$ cat src/rtl/ram_16x8_if.sv
// Bus-side port group of the 16x8 RAM stage: MAR address, bus write data/strobe and read-out paths.
// No latency of its own; this is just the signal bundle.
// No backpressure: load/enable are single-cycle level controls.
interface ram_16x8_if;
    logic [3:0] addr;
    logic [7:0] bus_in;
    logic       load;
    logic       enable;
    logic [7:0] bus_out;
    logic       bus_oe;
    logic [7:0] data_out;

    modport master (
        output addr,
        output bus_in,
        output load,
        output enable,
        input  bus_out,
        input  bus_oe,
        input  data_out
    );

    modport slave (
        input  addr,
        input  bus_in,
        input  load,
        input  enable,
        output bus_out,
        output bus_oe,
        output data_out
    );
endinterface

$ cat src/rtl/ram_16x8.sv
// 16x8 RAM stage: bus writes (run), debounced dipswitch writes (program), hardware wipe sweep.
// Reads are combinational; writes land on the clock edge; wipe takes 16 edges after it is seen.
// No backpressure: colliding lower-priority writes are dropped, never queued.
module ram_16x8 #(
    parameter int unsigned DEBOUNCE_CYCLES = 4
) (
    input  logic       clk,
    input  logic       clear,
    ram_16x8_if.slave  mbus,
    input  logic       prog_mode,
    input  logic [7:0] prog_data,
    input  logic       prog_write_btn,
    input  logic       wipe,
    output logic       busy
);

    localparam logic [7:0] DB_MAX = 8'(DEBOUNCE_CYCLES);
    localparam logic [7:0] DB_ARM = 8'(DEBOUNCE_CYCLES - 1);

    typedef enum logic [1:0] {
        IDLE  = 2'd0,
        SWEEP = 2'd1,
        HOLD  = 2'd2
    } state_t;

    state_t     state;
    logic [3:0] ptr;
    logic       btn_meta;
    logic       btn_sync;
    logic [7:0] cnt;
    logic       wr_pulse;
    logic [7:0] mem [16];
    logic [7:0] rd_dat;
    logic       oe;

    assign rd_dat        = mem[mbus.addr];
    assign oe            = mbus.enable & ~prog_mode & ~busy;
    assign mbus.data_out = rd_dat;
    assign mbus.bus_oe   = oe;
    assign mbus.bus_out  = oe ? rd_dat : 8'h00;

    // Button: two-flop synchronizer, then a saturating run-length counter.
    // The pulse fires only on the N-1 -> N step, so a held button writes once.
    always_ff @(posedge clk or negedge clear) begin
        if (!clear) begin
            btn_meta <= 1'b0;
            btn_sync <= 1'b0;
            cnt      <= 8'd0;
            wr_pulse <= 1'b0;
        end else begin
            btn_meta <= prog_write_btn;
            btn_sync <= btn_meta;
            wr_pulse <= btn_sync && (cnt == DB_ARM);
            if (!btn_sync) begin
                cnt <= 8'd0;
            end else if (cnt != DB_MAX) begin
                cnt <= cnt + 8'd1;
            end
        end
    end

    // Wipe sequencer; busy is registered alongside the state so it equals (state == SWEEP).
    always_ff @(posedge clk or negedge clear) begin
        if (!clear) begin
            state <= IDLE;
            ptr   <= 4'd0;
            busy  <= 1'b0;
        end else begin
            case (state)
                IDLE: begin
                    if (wipe) begin
                        state <= SWEEP;
                        ptr   <= 4'd0;
                        busy  <= 1'b1;
                    end
                end
                SWEEP: begin
                    ptr <= ptr + 4'd1;
                    if (ptr == 4'd15) begin
                        state <= HOLD;
                        busy  <= 1'b0;
                    end
                end
                HOLD: begin
                    // Wait for wipe to drop so a held request yields a single sweep.
                    if (!wipe) begin
                        state <= IDLE;
                    end
                end
                default: begin
                    state <= IDLE;
                    busy  <= 1'b0;
                end
            endcase
        end
    end

    // Storage is deliberately unreset so contents survive clear.
    always_ff @(posedge clk) begin
        if (busy) begin
            mem[ptr] <= 8'h00;
        end else if (wr_pulse && prog_mode) begin
            mem[mbus.addr] <= prog_data;
        end else if (mbus.load && !prog_mode) begin
            mem[mbus.addr] <= mbus.bus_in;
        end
    end

endmodule

$ cat src/flat_wrapper.sv
// flat-port wrapper written by rule: the top's interface ports become plain ports
module ram_16x8_flat 
#(
    parameter int unsigned DEBOUNCE_CYCLES = 4
)
  (clk, clear, prog_mode, prog_data, prog_write_btn, wipe, busy, mbus_addr, mbus_bus_in, mbus_load, mbus_enable, mbus_bus_out, mbus_bus_oe, mbus_data_out);
  ram_16x8_if mbus_i ();
  input  logic clk;
  input  logic clear;
  input  logic prog_mode;
  input  logic [7:0] prog_data;
  input  logic prog_write_btn;
  input  logic wipe;
  output logic busy;
  input wire logic [$bits(mbus_i.addr)-1:0] mbus_addr;
  input wire logic [$bits(mbus_i.bus_in)-1:0] mbus_bus_in;
  input wire logic [$bits(mbus_i.load)-1:0] mbus_load;
  input wire logic [$bits(mbus_i.enable)-1:0] mbus_enable;
  output wire logic [$bits(mbus_i.bus_out)-1:0] mbus_bus_out;
  output wire logic [$bits(mbus_i.bus_oe)-1:0] mbus_bus_oe;
  output wire logic [$bits(mbus_i.data_out)-1:0] mbus_data_out;
  assign mbus_i.addr = mbus_addr;
  assign mbus_i.bus_in = mbus_bus_in;
  assign mbus_i.load = mbus_load;
  assign mbus_i.enable = mbus_enable;
  assign mbus_bus_out = mbus_i.bus_out;
  assign mbus_bus_oe = mbus_i.bus_oe;
  assign mbus_data_out = mbus_i.data_out;
  ram_16x8 #(.DEBOUNCE_CYCLES(DEBOUNCE_CYCLES)) u_core (.clk(clk), .clear(clear), .mbus(mbus_i), .prog_mode(prog_mode), .prog_data(prog_data), .prog_write_btn(prog_write_btn), .wipe(wipe), .busy(busy));
endmodule
$ cat config.mk
export PLATFORM = sky130hd
export DESIGN_NAME = ram_16x8_flat
export DESIGN_NICKNAME = d
export VERILOG_FILES = /design/src/rtl/ram_16x8_if.sv /design/src/rtl/ram_16x8.sv /design/src/flat_wrapper.sv
export SDC_FILE = /design/constraint.sdc
export NUM_CORES = 1
export LEC_CHECK = 0
export BUFFER_PORTS_ARGS = -buffer_cell sky130_fd_sc_hd__buf_4
export CORE_ASPECT_RATIO = 0.9
export CORE_UTILIZATION = 31
export DETAILED_ROUTE_END_ITERATION = 16
export GPL_TIMING_DRIVEN = 0
export HOLD_SLACK_MARGIN = 0.08
export PLACE_DENSITY_LB_ADDON = 0.2
export RECOVER_POWER = 25
export SYNTH_ARGS = -nofsm -noshare
export SYNTH_HDL_FRONTEND = slang
export SYNTH_SLANG_ARGS = --single-unit
$ cat constraint.sdc
create_clock -name clk -period 2.6 [get_ports clk]
set_input_delay 0.52 -clock clk [delete_from_list [all_inputs] [get_ports clk]]
set_output_delay 0.52 -clock clk [all_outputs]
set_load 0.01 [all_outputs]
==> results.tsv <==
stage	metric	value	unit
layout	Nets	444	
synthesis	most frequent cells after synthesis	128 x edfxtp_1, 32 x mux4_2, 31 x a21oi_1	
global_routing	vias in the first global route	3456	
place	PortBufs	42	
route	WL final	13600	um
clock_network	clock-pin slew on the worst setup and hold paths	0.05	ns
layout	Core Util, Final	0.389	
synthesis	syn avg cell area	17.3	um2
sta	Slew headroom	0.256	
floorplanning	CORE AREA	0.0192	mm2
worst_setup_path	Worst EP required	2.08	ns
clock_network	post-CTS setup buffer count	0	
synthesis	Post-synth EDFFs	128	
clock_network	clock latency on the worst-skew pair	0.42	ns
layout	Finished Layout Cells	676	
power	power per cell area	914	mW/mm2
place	placer's final routability congestion estimate	0.770	
sta	period utilization	0.978	
synthesis	most frequent cell after synthesis	edfxtp_1	
route	antenna-violating nets left	0	
layout	area grow syn2layout	22.6	%
route	First DRT Iteration DRCs	314	
clock_network	Clock Sinks	146	
clock_network	number of buffers created by CTS	17	
power	combinational share of power	0.178	
route	vias	3399	
sta	Final Hold Viols	0	
floorplanning	die height	135	um
sta	clock skew	0.00606	ns
worst_setup_path	Setup CP Type	input port to output port	
place	Placement Cell Area	0.00673	mm2
synthesis	syn nets	382	
floorplanning	I/O Pins	45	
sta	Worst Tran Pin Value	1.12	ns
sta	post-layout min period	2.54	ns
worst_setup_path	crit end category	output port	
global_routing	largest net degree at the start of global routing	19	
synthesis	Primary FF master, synth	edfxtp_1	
place	HPWL after DPL	9180	um
layout	diode count	0	
layout	cell area after layout	0.00748	mm2
global_routing	grt ovf	0	
power	worst-case vdd ir drop	0.000535	V
synthesis	Ys Warns	0	
global_routing	initial antenna violation count	0	
synthesis	Post-synth ARST share	0.123	
sta	Final Max Tran Viols	0	
synthesis	Area contributors post-synth	edfxtp_1 63%, mux4_2 12%, dfrtp_1 7.4%, mux2i_1 3.0%, a21oi_1 2.5%	
route	Vias/cell	5.03	
synthesis	Yosys reg bits	146	
sta	WHS	0.231	ns
sta	final setup fails	0	
global_routing	gr usage total	0.146	
layout	share of cells above drive strength 1	0.317	
run_status	outcome	finished, final reports clean	
clock_network	CTS Root Buffer Type	clkbuf_16	
sta	final worst setup slack	0.0581	ns
route	drt pass-1 iters	5	
route	DRC	0	
power	internal power	5.02	mW
synthesis	synthesized cell area	0.00610	mm2
sta	FMAX	393	MHz
sta	RSZ-0062 raised after global routing	false	
power	switching share of power	0.265	
run	max cap viols	0	
power	sequential share of power	0.453	
power	Pleak	2.59	nW
clock_network	H-tree levels	4	
synthesis	Mapped Cells	352	
route	wire per inst	20.1	um
place	worst slack, placed	-0.421	ns
worst_setup_path	crit start category	input port	
worst_setup_path	critical-path maximum fanout	10	
worst_setup_path	critical path data arrival time	2.02	ns
min_path	HP Class	input port to register	
power	Net Sw Power	1.82	mW
synthesis	area leader, netlist	edfxtp_1	
clock_network	CTS max path bufs	2	
global_routing	first-pass GRT wire length	20500	um
floorplanning	Initial Utilization	0.318	
place	DP Cell Count	644	
synthesis	top cell type's share of synthesized area	0.630	
synthesis	sequential share of the synthesized area	0.704	
power	clock network fraction of design power	0.369	
synthesis	Distinct cells, synth	42	
floorplanning	die area	0.0203	mm2
clock_network	CTS tree	built	
floorplanning	Core Rows	48	
floorplanning	DIE WIDTH	150	um
logic make-up (layout without fill, tap and decap cells):
group / Yosys count / count (layout) / synth area share
AND/OR/NAND/NOR: 56 / 56 / 0.0498
AO/OA/AOI/OAI: 68 / 68 / 0.0668
XOR/XNOR: 2 / 2 / 0.00287
multiplexers: 52 / 52 / 0.151
adder cells (fa/ha/maj): 3 / 3 / 0.00615
buffers and inverters: 25 / 99 / 0.0193
flip-flops: 146 / 146 / 0.704
cell usage in the layout, fill, tap and decap left out, drive strengths merged, types with 3 or more instances in the layout:
cell type,instances
a41oi,4
bufinv,4
or3,3
dfrtp,18
nor2b,4
o21ai,9
clkbuf,29
buf,47
nand3,5
clkinv,8
o22ai,9
nor2,12
mux2i,18
ha,3
a211oi,8
inv,9
or4,4
nand2b,3
nand2,12
edfxtp,128
mux4,32
a21oi,31
through the flow:
stage | power [mW] | TNS [ns]
2_1_floorplan | 3.88 | 0
3_3_place_gp | 4.29 | -34.54
3_5_place_dp | 4.33 | -47.86
4_1_cts | 6.90 | -0.00455
5_1_grt | 7.16 | 0
6_report | 6.84 | 0
final timing paths:
check,startpoint,depth (start not counted),slack [ns],endpoint
min in group asynchronous,clear,2,0.79,u_core.ptr[3]
worst max-delay path,mbus_addr[1],6,0.06,mbus_bus_out[0]
worst min register to register,u_core.btn_meta,0,0.35,u_core.btn_sync
worst min-delay path,prog_write_btn,1,0.23,u_core.btn_meta
worst max register to register,u_core.busy,4,0.27,u_core.mem[6][6]
max in group asynchronous,clear,2,1.20,u_core.cnt[6]
routing by layer:
metal,GRT usage,vias up,share of wire
met4,0.0539,0,0.016
met5,0,-,0
met1,0.211,1726,0.50
met3,0.0368,15,0.056
li1,-,1568,-
met2,0.210,90,0.43
sequential cells by signal, summed over array words and instances, names as in the netlist:
register         count
u_core.cnt           8
u_core.wr_pulse      1
u_core.mem         128
u_core.state         2
u_core.ptr           4
u_core.btn_meta      1
u_core.busy          1
u_core.btn_sync      1
what timing repair did:
action,4_1_cts,5_1_grt
resized for setup,22,16
hold buffers,1,0
cloned,0,0
endpoints found under the hold margin,18,0
setup endpoints to repair,32,152
layout make-up:
class | count | area (um2)
Buffer | 17 | 116
Timing Repair Buffer | 43 | 318
Inverter | 8 | 30.0
Tap cell | 250 | 313
Clock buffer | 17 | 425
Clock inverter | 14 | 185
Multi-Input combinational cell | 181 | 1800
Fill cell | 1792 | 11700
Sequential cell | 146 | 4290
power by group through the flow:
| stage | logic, mW | clock network (mW) | registers [mW] |
|---|---|---|---|
| CTS | 1.22 | 2.58 | 3.10 |
| floorplan | 0.780 | 0 | 3.10 |
| global route | 1.36 | 2.67 | 3.13 |
| global placement | 1.16 | 0 | 3.13 |
| detailed placement | 1.18 | 0 | 3.15 |
| finish | 1.22 | 2.52 | 3.10 |
critical path: stages:
cell      delay, ns
buf_2          0.26
clkbuf_2       0.32
mux4_2         0.38
o22ai_1        0.28
a211oi_1       0.10
buf_4          0.16
(Power assumes the default switching activity.)
